`src/rtl/ram_1r1w.sv`:
```
// rtl/ram_1r1w.sv - simple dual-port RAM, one registered read port and one write port
// Optional debug trace: define RAM_DEBUG_DISPLAY_EN to print each read/write with the TAG prefix.
module ram_1r1w #(
    parameter int WIDTH      = 32,
    parameter int ADDR_WIDTH = 4,
    parameter     TAG        = "ram"
) (
    input  logic                  clk,
    input  logic                  res,
    input  logic                  re,
    input  logic                  we,
    input  logic [ADDR_WIDTH-1:0] readAddr,
    input  logic [ADDR_WIDTH-1:0] writeAddr,
    input  logic [WIDTH-1:0]      dataIn,
    output logic [WIDTH-1:0]      dataOut
);

    localparam int DEPTH = 2 ** ADDR_WIDTH;

    // Contents are deliberately not reset; callers sweep-write them after reset.
    logic [WIDTH-1:0] mem [DEPTH];

    // Same-address read and write on one edge returns the incoming data (write-first).
    logic             collide;
    logic [WIDTH-1:0] read_word;

    // Select the word the read port captures this edge.
    always_comb begin
        collide   = we && (readAddr == writeAddr);
        read_word = collide ? dataIn : mem[readAddr];
    end

    // Array write; strobes are ignored while reset is held.
    always_ff @(posedge clk) begin
        if (res && we) begin
            mem[writeAddr] <= dataIn;
        end
    end

    // Output register: cleared asynchronously, loaded only on a read, otherwise held.
    always_ff @(posedge clk or negedge res) begin
        if (!res) begin
            dataOut <= '0;
        end else if (re) begin
            dataOut <= read_word;
        end
    end

`ifdef RAM_DEBUG_DISPLAY_EN
    // Trace accepted operations for debug runs.
    always_ff @(posedge clk) begin
        if (res) begin
            if (we) begin
                $display("[%s] write 0x%0h <= 0x%0h", TAG, writeAddr, dataIn);
            end
            if (re) begin
                $display("[%s] read 0x%0h", TAG, readAddr);
            end
        end
    end
`else
`endif

endmodule

```
`config.mk`:
```
export PLATFORM = sky130hd
export DESIGN_NAME = ram_1r1w
export DESIGN_NICKNAME = d
export VERILOG_FILES = /design/src/rtl/ram_1r1w.sv
export SDC_FILE = /design/constraint.sdc
export NUM_CORES = 1
export LEC_CHECK = 0
export ABC_AREA = 1
export CELL_PAD_IN_SITES_DETAIL_PLACEMENT = 0
export CELL_PAD_IN_SITES_GLOBAL_PLACEMENT = 1
export CORE_ASPECT_RATIO = 1.25
export CORE_MARGIN = 5
export CORE_UTILIZATION = 45
export DETAILED_ROUTE_END_ITERATION = 10
export GPL_ROUTABILITY_DRIVEN = 0
export PLACE_DENSITY = 0.76
export RECOVER_POWER = 50
export SYNTH_ARGS = -nofsm -noshare
export SYNTH_HDL_FRONTEND = slang
export SYNTH_SLANG_ARGS = --single-unit
```
`constraint.sdc`:
```
create_clock -name clk -period 1 [get_ports clk]
set_input_delay 0.2 -clock clk [delete_from_list [all_inputs] [get_ports clk]]
set_output_delay 0.2 -clock clk [all_outputs]
set_load 0.005 [all_outputs]
```
Word level (Yosys, flattened, before mapping) --
Memory sizes are Yosys's and may differ from the RTL's. Cells that the tools add are included.
Operators by class: mux-type cells 3, equality and inequality tests 1, reductions and logical operators 2
Operator list (count):
- 32-bit 2-to-1 mux | 1
- 4-bit equality test | 1
- 1-bit logical AND | 2
- 1-bit 2-to-1 mux | 2
Word-level totals: bits in writable memories 512, input port bits 44, memories kept 1, bits in registers 32, output and inout port bits 32, logic and storage cells 8
Memory list:
- mem | depth 16, width 32, rd ports 1, clocked after Yosys merged registers in 0, wr ports 1, line 21 | logic [WIDTH-1:0] mem [DEPTH];

Logic depth before layout (Yosys ltp) --
word-level depth 3, depth in mapped cells 12, depth with buffers taken out 9

Least setup slack after synthesis --
OpenSTA, ideal clock, no wires.
path kind in2reg, from input res, to memory mem[4][0] (enable), stages 4, data required time 579 ps, slack -1249 ps, arrival time 1828 ps, library setup time 421 ps, buffers on the path 0, cell sequence nand2_1 > inv_1 > nand3b_1 > nor2_1
On the way: word-level cells in the longest chain between the ends 3
RTL lines:
- start, declared | line 9 | input logic res,
- 1-bit logical AND | line 35 | if (res && we) begin
- 1-bit 2-to-1 mux | line 35
- 1-bit 2-to-1 mux (implied by the code) | line 36 | mem[writeAddr] <= dataIn;
- end, declared | line 21
No other way between the ends.

Worst setup path in the final report --
from register dataOut[22], to output dataOut[22]
RTL lines:
- start, declared | line 15 | output logic [WIDTH-1:0] dataOut
- start signal, assigned | line 45 | dataOut <= read_word;
No word-level cell between the ends.

==> summary.md <==
| Metric | Value |
|---|---|
| # setup viols final | `63` |
| Die extent in x | `213.4 microns` |
| Initial antenna violation count | `2` |
| Hold path cells | `7` |
| Synth Register Bits | `544` |
| Drc violations | `0` |
| Synth Area in Adders | `0%` |
| Crit. End Element | `output port` |
| Highest clock rate | `768.2 MHz` |
| Hold_sp | `readAddr[1]` |
| DRT iter0 DRCs | `892` |
| Critical Path AT | `1.10 ns` |
| Ratio of final minimum period to clock period | `130.2%` |
| Nets | `2536` |
| Slew headroom | `58.01%` |
| Most frequent cells in the layout | `nand2_1, edfxtp_1, inv_1` |
| Sequential share of power | `52.5%` |
| Vias per inst | `5.083` |
| Initial core utilization | `a little under half` |
| Clock Latency Late Sink | `0.57 ns` |
| HP Class | `input pin to flip-flop` |
| Compound-Gate Fraction of Synth Area | `less than 1%` |
| Synth-to-Final Area Change | `27.51%` |
| Xor/xnor share of the synthesized area | `less than 1%` |
| Largest net degree at the start of global routing | `43` |
| Die H | `264.2 microns` |
| Min cycle time layout | `about 1.3 ns` |
| Clock Tree Buf Depth | `3` |
| Syn nets | `2287` |
| Slowest-stage cell, CP | `dfrtp_1` |
| WP buf/inv | `1` |
| Die ar. | `~56000 sq um` |
| Sw frac | `22.82%` |
| Input/output buffers | `75` |
| Cell family with most CP delay | `flip-flops` |
| Hold endpoint | `dataOut[8]` |
| IO Pins | `76` |
| Synth Instances | `2243` |
| Post-DP HPWL | `38650 microns` |
| Critical path cell sequence | `buf_2` |
| Final core occ | `57.80%` |
| Post-route antenna net violation count | `0` |
| Core Box Area | `between 50000 and 60000 sq um` |
| Max-cap violations | `0` |
| Failing checks | `setup timing` |
| Pint | `37.48 mW` |
| PwrDens | `roughly 1600 nW/um^2` |
| Layout cells sized above 1 | `22.88%` |
| CTS Buf Count | `52` |
| Vias in the first global route | `16311` |
| Clock Power Share | `37.7%` |
| Status | `complete, but fails checks` |
| Capture instance of the worst register-to-register path | `dataOut[15]` |
| Synth Warn # | `0` |
| Total net switching power | `11.08 mW` |
| Unrepaired setup endpoints after global routing | `yes` |
| Post-synthesis sequential area ratio | `between 60% and 70%` |
| Setup crit start | `dataOut[22]` |
| Worst path required time | `~0.8 ns` |
| TritonCTS clock tree | `yes` |
| IR drop worst, VDD | `roughly 0.0012 V` |
| Reg2Reg Setup Slack | `-0.12 ns` |
| Vias after detailed routing | `roughly 16000` |
| Setup Skew | `0.01446 ns` |
| Final Hold Fails | `0` |
| Commonest non-fill, non-tap cell in the layout | `nand2_1` |
| Post-placement setup slack | `-0.9487 ns` |
| CTS clk-pin slew, worst paths | `around 0.060 ns` |
| First-pass GRT wire length | `93830 microns` |
| Final Routed Wirelength | `61510 microns` |
| Yosys top cell by area | `edfxtp_1` |
| Global route overflow | `0` |
| H-tree Lvls | `2` |
| Critical Path Max Stage Delay | `roughly 0.39 ns` |
| Total GRT Usage | `21.70%` |
| Worst-path maximum fanout | `2` |
| Startpoint Class | `flip-flop` |
| Combinational share of power | `9.8%` |
| # rows | `93` |
| Slew Limit Fails | `0` |
| Final worst slack | `-0.3018 ns` |
| CTS root buffer | `clkbuf_16` |
| Launching point of the worst reg2reg path | `mem[0][15]` |
| Leak Pwr | `12.58 nW` |
| Syn avg cell area | `between 10 and 15 sq um` |
| Cell area after synthesis | `about 23000 sq um` |
| Worst Tran Pin Value | `around 0.63 ns` |
| R2r worst-path depth | `8` |
| Post-synth top area share | `66.10%` |
| Initial DRT Pass Iterations | `5` |
| Multiplexer share of the synthesized area | `0%` |
| Average wire per standard cell | `about 19 microns` |
| Synth area leaders | `edfxtp_1, nand2_1, nand3_1` |
| Unique cell type count in the Yosys netlist | `18` |
| Critical setup path kind | `flip-flop to output port` |
| Synth Area in Simple Gates | `23.17%` |
| CTS Sinks | `roughly 540` |
| Main combinational cell family by area after synthesis | `simple AND/OR/NAND/NOR gates` |
==> worst max path at each step <==
stage / endpoint / cells past startpoint
3_5_place_dp: mem[4][6] / 6
3_3_place_gp: mem[4][15] / 6
6_report: dataOut[22] / 1
4_1_cts: dataOut[27] / 1
5_1_grt: dataOut[27] / 1
2_1_floorplan: mem[4][0] / 4
==> area by class of cell <==
cell class              count  area (sq um)
fillers                  4161         21660
flip-flops and latches    544         16180
multi-input cells        1317          6769
repair buffers            313          3327
clock buffers              73          1401
inverters                 264          1002
well taps                 665         832.0
clock inverters            20         147.6
diodes                      2         5.005
==> power groups by stage <==
stage	Combinational, mW	Clock, mW	Sequential (mW)
after floorplan	1.91	0	26.0
after global placement	4.45	0	26.0
after detailed placement	4.51	0	26.0
after CTS	4.87	18.6	25.5
after global routing	5.20	19.4	25.5
final	4.77	18.3	25.5
==> cell families (layout without fill, tap and decap cells) <==
kind of cell,after synthesis,in the layout
xor gates and xnor gates,1,1
other,0,2
buffers and inverters,382,670
and+or+nand+nor,1313,1313
AOI/OAI and AO/OA,3,3
DFF,544,544
==> sequential cells by signal, indices dropped and copies added (netlist names) <==
name     cells
dataOut     32
mem        512
==> synthesized netlist by cell type <==
library cell	n
xnor2_1	1
buf_6	14
dfrtp_1	32
nand3b_1	1
edfxtp_1	512
buf_1	17
inv_1	260
o21ai_1	3
nor2_1	84
inv_2	3
nand2_1	873
buf_4	17
buf_2	53
inv_4	1
clkbuf_1	17
nand3_1	353
nor2_2	1
nand3_4	1
==> per-stage QoR <==
step,TNS (ns),std cells,hold WS (ns),power (mW),instance area [sq um]
2_1_floorplan,-256.74,2243,-0.09559,27.89,23410
3_3_place_gp,-556.49,3059,0.4624,30.41,26960
3_5_place_dp,-554.27,3059,0.4636,30.48,26960
4_1_cts,-11.94,3186,0.2503,49.00,29620
5_1_grt,-14.77,3198,0.2925,50.15,29660
6_report,-10.66,3198,0.2649,48.56,29660
==> routing by layer <==
layer	part of all wire, %	vias to the layer above	GRT usage [%]
li1	-	7808	-
met1	39	7929	26.47
met2	52	389	38.46
met3	4.1	128	2.554
met4	4.8	0	9.715
met5	0	-	0
==> repair_timing <==
| item | in CTS | in global routing |
|---|---|---|
| setup endpoints to repair | 576 | 90 |
| hold endpoints to repair | 32 | 0 |
| buffers inserted | 29 | 12 |
| cloned | 6 | 0 |
| pin swaps | 121 | 93 |
| gates resized for setup | 324 | 92 |
| hold buffers | 1 | 0 |
(Power assumes the default switching activity.)
